### config.mk
export PLATFORM = sky130hd
export DESIGN_NAME = sprite_compositor
export DESIGN_NICKNAME = d
export VERILOG_FILES = /design/src/rtl/sprite_compositor_pkg.sv /design/src/rtl/sprite_compositor_channel.sv /design/src/rtl/sprite_compositor.sv
export SDC_FILE = /design/constraint.sdc
export NUM_CORES = 1
export LEC_CHECK = 0
export ABC_AREA = 1
export CAP_MARGIN = 5
export CELL_PAD_IN_SITES_DETAIL_PLACEMENT = 0
export CELL_PAD_IN_SITES_GLOBAL_PLACEMENT = 1
export CORE_MARGIN = 3
export CORE_UTILIZATION = 30
export DETAILED_ROUTE_END_ITERATION = 12
export PLACE_DENSITY = 0.75
export RECOVER_POWER = 25
export SETUP_SLACK_MARGIN = 0.02
export SYNTH_ARGS = -nofsm -noshare
export SYNTH_HDL_FRONTEND = slang
export SYNTH_SLANG_ARGS = --single-unit
### constraint.sdc
create_clock -name pclk -period 3.4 [get_ports pclk]
set_clock_uncertainty 0.1 [all_clocks]
set_input_delay 0.85 -clock pclk [delete_from_list [all_inputs] [get_ports pclk]]
set_output_delay 0.85 -clock pclk [all_outputs]
set_load 0.05 [all_outputs]
### src/rtl/sprite_compositor_pkg.sv
// Shared definitions for the sprite compositor: VGA bus layout and sprite position width.
package sprite_compositor_pkg;

  localparam int unsigned SPR_POS_W = 12;

  typedef struct packed {
    logic [11:0] hcount;
    logic [11:0] vcount;
    logic        hsync;
    logic        hblnk;
    logic        vsync;
    logic        vblnk;
    logic [11:0] rgb;
  } vga_bus_t;

  localparam int unsigned VGA_BUS_SIZE = $bits(vga_bus_t);

  function automatic logic vga_blank(input vga_bus_t b);
    return b.hblnk | b.vblnk;
  endfunction

endpackage

### src/rtl/sprite_compositor_channel.sv
// One sprite channel: S1 hit test and ROM address, plus the hit delayed into S2.
module sprite_channel
  import sprite_compositor_pkg::*;
#(
  parameter int unsigned SPR_W = 64,
  parameter int unsigned SPR_H = 64,
  parameter int unsigned AW    = 12
) (
  input  logic                 pclk,
  input  logic                 rst,
  input  logic                 i_en,
  input  logic [SPR_POS_W-1:0] i_xpos,
  input  logic [SPR_POS_W-1:0] i_ypos,
  input  logic [SPR_POS_W-1:0] i_hcount,
  input  logic [SPR_POS_W-1:0] i_vcount,
  input  logic                 i_blank,
  output logic [AW-1:0]        o_rom_addr,
  output logic                 o_hit_s2
);

  logic [SPR_POS_W-1:0] w_rx;
  logic [SPR_POS_W-1:0] w_ry;
  logic                 w_hit;
  logic [AW-1:0]        w_addr;
  logic                 r_hit_s1;
  logic                 r_hit_s2;
  logic [AW-1:0]        r_addr;

  // Unsigned wrap makes pixels left of / above the sprite look far away.
  assign w_rx   = i_hcount - i_xpos;
  assign w_ry   = i_vcount - i_ypos;
  assign w_hit  = i_en & (32'(w_rx) < SPR_W) & (32'(w_ry) < SPR_H) & ~i_blank;
  assign w_addr = AW'(w_ry) * AW'(SPR_W) + AW'(w_rx);

  always_ff @(posedge pclk or negedge rst) begin
    if (!rst) begin
      r_hit_s1 <= 1'b0;
      r_hit_s2 <= 1'b0;
      r_addr   <= '0;
    end else begin
      r_hit_s1 <= w_hit;
      r_hit_s2 <= r_hit_s1;
      r_addr   <= w_hit ? w_addr : '0;
    end
  end

  assign o_rom_addr = r_addr;
  assign o_hit_s2   = r_hit_s2;

endmodule

### src/rtl/sprite_compositor.sv
// N-channel sprite overlay with fixed priority (channel 0 on top), 3-cycle bus latency.
// Optional per-frame collision flags built when SPRITE_COLLISION_EN is defined.
module sprite_compositor
  import sprite_compositor_pkg::*;
#(
  parameter int unsigned N_SPR   = 2,
  parameter int unsigned SPR_W   = 64,
  parameter int unsigned SPR_H   = 64,
  parameter logic [11:0] KEY_RGB = 12'hF0F,
  localparam int unsigned AW     = $clog2(SPR_W * SPR_H)
) (
  input  logic                       pclk,
  input  logic                       rst,
  input  logic [VGA_BUS_SIZE-1:0]    vga_in,
  input  logic [N_SPR-1:0]           spr_en,
  input  logic [SPR_POS_W*N_SPR-1:0] spr_xpos,
  input  logic [SPR_POS_W*N_SPR-1:0] spr_ypos,
  output logic [AW*N_SPR-1:0]        rom_addr,
  input  logic [12*N_SPR-1:0]        rom_rgb,
  output logic [N_SPR-1:0]           coll_flags,
  output logic [VGA_BUS_SIZE-1:0]    vga_out
);

  vga_bus_t                   w_in;
  vga_bus_t                   w_out;
  vga_bus_t                   r_bus_s1;
  vga_bus_t                   r_bus_s2;
  vga_bus_t                   r_out;
  logic                       r_vblnk_d;
  logic                       w_vblnk_rise;
  logic [N_SPR-1:0]           r_en_sh;
  logic [SPR_POS_W*N_SPR-1:0] r_xpos_sh;
  logic [SPR_POS_W*N_SPR-1:0] r_ypos_sh;
  logic [N_SPR-1:0]           w_hit_s2;
  logic [N_SPR-1:0]           w_opaque;

  assign w_in         = vga_bus_t'(vga_in);
  assign w_vblnk_rise = w_in.vblnk & ~r_vblnk_d;

  always_ff @(posedge pclk or negedge rst) begin
    if (!rst) begin
      r_vblnk_d <= 1'b0;
      r_en_sh   <= '0;
      r_xpos_sh <= '0;
      r_ypos_sh <= '0;
      r_bus_s1  <= '0;
      r_bus_s2  <= '0;
      r_out     <= '0;
    end else begin
      r_vblnk_d <= w_in.vblnk;
      if (w_vblnk_rise) begin
        r_en_sh   <= spr_en;
        r_xpos_sh <= spr_xpos;
        r_ypos_sh <= spr_ypos;
      end
      r_bus_s1 <= w_in;
      r_bus_s2 <= r_bus_s1;
      r_out    <= w_out;
    end
  end

  for (genvar g = 0; g < N_SPR; g++) begin : g_ch
    sprite_channel #(
      .SPR_W (SPR_W),
      .SPR_H (SPR_H),
      .AW    (AW)
    ) u_ch (
      .pclk       (pclk),
      .rst        (rst),
      .i_en       (r_en_sh[g]),
      .i_xpos     (r_xpos_sh[SPR_POS_W*g +: SPR_POS_W]),
      .i_ypos     (r_ypos_sh[SPR_POS_W*g +: SPR_POS_W]),
      .i_hcount   (w_in.hcount),
      .i_vcount   (w_in.vcount),
      .i_blank    (vga_blank(w_in)),
      .o_rom_addr (rom_addr[AW*g +: AW]),
      .o_hit_s2   (w_hit_s2[g])
    );
    assign w_opaque[g] = w_hit_s2[g] & (rom_rgb[12*g +: 12] != KEY_RGB);
  end

  // Walk from lowest priority up so the lowest-index opaque channel is the last writer.
  always_comb begin
    w_out = r_bus_s2;
    if (vga_blank(r_bus_s2)) begin
      w_out.rgb = '0;
    end else begin
      for (int i = N_SPR - 1; i >= 0; i--) begin
        if (w_opaque[i]) w_out.rgb = rom_rgb[12*i +: 12];
      end
    end
  end

  assign vga_out = r_out;

`ifdef SPRITE_COLLISION_EN
  logic [N_SPR-1:0] w_coll_now;
  logic [N_SPR-1:0] r_acc;
  logic [N_SPR-1:0] r_coll;

  always_comb begin
    w_coll_now = '0;
    for (int i = 0; i < N_SPR; i++) begin
      w_coll_now[i] = w_opaque[i] & (|(w_opaque & ~(N_SPR'(1) << i)));
    end
  end

  always_ff @(posedge pclk or negedge rst) begin
    if (!rst) begin
      r_acc  <= '0;
      r_coll <= '0;
    end else if (w_vblnk_rise) begin
      r_coll <= r_acc | w_coll_now;
      r_acc  <= '0;
    end else begin
      r_acc <= r_acc | w_coll_now;
    end
  end

  assign coll_flags = r_coll;
`else
  assign coll_flags = '0;
`endif

endmodule
==> results.tsv <==
metric	value	unit
status	finished with violations	
violations	max-capacitance violations, max-slew violations	
cts_root_buf	clkbuf_16	
setup_violations	0	
synth-seq-area-share	0.5407	
worstPathRequired	3.61	ns
drv_cap	1	
synth-edff-count	0	
min_period	3.155	ns
finalWeightedCongestion	0.8468	
ys.warnings.count	0	
num_vias	7220	
port_buffers	179	
maxSlewHeadroom	-0.3683	
grtUsageMet2	0.2409	
syn-cell-area	9164	um^2
row_count	63	
rsz0062_at_grt	no	
ant_nets	0	
path_class	in2reg	
reg2reg_from	r_xpos_sh[12]$_DFFE_PN0P_	
power_density	525.7	nW/um^2
startpoint_type	input pin	
grt_max_degree	82	
pwr-share-seq	0.372	
final_cells	1671	
drive_above_1_share	0.1704	
cp_max_fo	5	
cts_max_level	4	
power_frac_clock	0.317	
synthArstFlopShare	1.000	
clkTransAtPathRegs	0.07	ns
synthCells	979	
worstSetupEndpointType	flip-flop	
vdd_drop_max	0.0003527	V
grt_pass1_wl	37540	um
start_util	0.3067	
die-height	180.8	um
worstHoldPathType	reg2reg	
dp.cells	1635	
globalRoute.totalOverflow	0	
ys.flop_type	dfrtp_1	
ys_types	36	
slew_viol_final	80	
layout.nets	1442	
busiest_layer	met2	
yosys_register_bits	198	
grt.met3_usage	0.02819	
cts_sinks	198	
grt_pass1_vias	7379	
viasPerCell	4.321	
core-area	29870	um^2
setup-tns-final	0	ns
fillers	2896	
dieArea	32680	um^2
clock_latency	0.43	ns
hpwl	18520	um
tightest_slew	2.052	ns
power.switching	2123	uW
drt_wl_total	23490	um
min_from	r_bus_s1[24]$_DFF_PN0_	
clockBufferDepth	2	
top_level_ports	182	
area_growth_syn_to_layout	41.78	%
crit_start	vga_in[18]	
dr.pass1.iters	4	
leakage	0.006554	uW
total_power	6830	uW
finalHoldViolCount	0	
max_freq	0.3169	GHz
place_area	12190	um^2
internal-power	4707	uW
grt_usage	0.1447	
antenna_found_initial	0	
drc	0	
cts_buffers	17	
arrival	3.37	ns
combPwrFrac	0.310	
initialDrtViolationCount	343	
die_x	180.8	um
syn_area_per_cell	9.360	um^2
design_area	12990	um^2
wl_per_cell	14.05	um
p_sw_frac	0.3108	
grtUsageMet1	0.1941	
cts_tree	done	
period_share	0.9281	
==> path summary, 6_finish.rpt <==
check / cells after the start / slack, ns / endpoint
setup / recovery: 12 / 0.24 / g_ch[1].u_ch.o_rom_addr[10]$_DFF_PN0_
hold / removal: 0 / 0.25 / r_bus_s2[24]$_DFF_PN0_
max in group asynchronous: 1 / 1.09 / r_xpos_sh[13]$_DFFE_PN0P_
min in group asynchronous: 1 / 0.88 / r_bus_s2[13]$_DFF_PN0_
hold reg to reg: 0 / 0.25 / r_bus_s2[24]$_DFF_PN0_
setup reg to reg: 22 / 0.60 / g_ch[1].u_ch.o_rom_addr[11]$_DFF_PN0_
==> power groups by stage <==
stage               logic (uW)  clock network (uW)  registers, uW
CTS                       2060                2240           2540
floorplan                 1120                   0           2660
finish                    2120                2170           2540
global placement          2030                   0           2590
global route              2380                2330           2560
detailed placement        2050                   0           2590
==> synth_stat cells, types with 7 or more instances <==
| master | number | area (um^2) |
|---|---|---|
| a21oi_1 | 61 | 305.3 |
| a31oi_1 | 7 | 43.79 |
| clkbuf_1 | 10 | 37.54 |
| dfrtp_1 | 198 | 4955 |
| ha_1 | 54 | 675.7 |
| inv_1 | 159 | 596.8 |
| mux2_2 | 10 | 112.6 |
| nand2_1 | 195 | 732.0 |
| nand2_2 | 12 | 75.07 |
| nand3_1 | 50 | 250.2 |
| nand4_1 | 8 | 50.05 |
| nor2_1 | 86 | 322.8 |
| nor2_2 | 19 | 118.9 |
| o21ai_0 | 23 | 115.1 |
| o21bai_1 | 12 | 90.09 |
| xnor2_1 | 11 | 96.34 |
| xor2_1 | 16 | 140.1 |
==> critical path, stage by stage <==
cell	delay (ns)
clkdlybuf4s50_1	0.54
ha_1	0.42
a21oi_1	0.16
nand2_1	0.10
xor2_1	0.23
ha_1	0.29
buf_4	0.15
nand2_1	0.05
nor2_1	0.04
a211oi_1	0.22
xor2_1	0.25
nor2_2	0.07
==> layout make-up <==
| cell class | instances | area (um^2) | share of cell area |
|---|---|---|---|
| Clock buffer | 19 | 452.9 | 0.03486 |
| Clock inverter | 13 | 186.4 | 0.01435 |
| Inverter | 159 | 596.8 | 0.04594 |
| Timing Repair Buffer | 284 | 2566 | 0.1975 |
| Sequential cell | 198 | 4955 | 0.3814 |
| Antenna cell | 2 | 5.005 | 0.0003852 |
| Multi-Input combinational cell | 606 | 3742 | 0.2880 |
| Tap cell | 390 | 488.0 | 0.03756 |
==> state kept, by name, summed over array words and instances (netlist names) <==
name,flops
r_bus_s2,40
vga_out,40
r_bus_s1,39
g_ch.u_ch.o_rom_addr,24
r_xpos_sh,24
r_ypos_sh,24
g_ch.u_ch.o_hit_s2,2
g_ch.u_ch.r_hit_s1,2
r_en_sh,2
r_vblnk_d,1
==> layout by cell type, fill, tap and decap left out, drive strengths merged, types with 2 or more instances in the layout <==
cell type	Yosys	routed
nand2	207	207
dfrtp	198	198
inv	159	165
clkdlybuf4s50	0	153
nor2	105	105
buf	7	104
a21oi	66	66
ha	54	54
nand3	53	53
clkbuf	10	30
o21ai	24	24
xor2	17	17
dlygate4sd3	0	14
o21bai	12	12
xnor2	11	11
mux2	10	10
nand4	8	8
a31oi	7	7
fa	6	6
nand3b	5	5
nor4	4	4
o211ai	4	4
clkinv	0	4
bufinv	0	3
nor3b	3	3
diode	0	2
a21o	2	2
nor3	2	2
or2	2	2
conb	1	2
==> timing repair <==
action	CTS	global route
pin swaps	0	8
hold buffers	0	0
resized for setup	2	40
setup buffers	0	2
endpoints found under the setup margin	4	4
==> kinds of logic after synthesis <==
kind of cell	Yosys count	share of synthesized area
AND/OR/NAND/NOR	389	0.1841
flip-flops	198	0.5407
buffers and inverters	176	0.07496
AO/OA/AOI/OAI	117	0.07318
adder cells (fa/ha/maj)	60	0.08684
XOR/XNOR	28	0.02758
multiplexers	10	0.01229
other	1	0.0004092
==> metal layers <==
metal / vias up / part of all wire
met2: 169 / 0.48
met5: - / 0
met3: 23 / 0.045
met4: 0 / 0.013
li1: 3662 / -
met1: 3366 / 0.46
==> through the flow <==
step	worst slack, ns	util	hold slack [ns]
detailed placement	-0.6276	0.4079	0.2347
global placement	-0.5489	0.4079	0.2321
CTS	0.02312	0.4292	0.2495
floorplan	0.09015	-	0.2312
finish	0.2446	0.4349	0.2456
global route	0.05864	0.4347	0.2486
No activity file was read; power rests on OpenSTA's default activity.
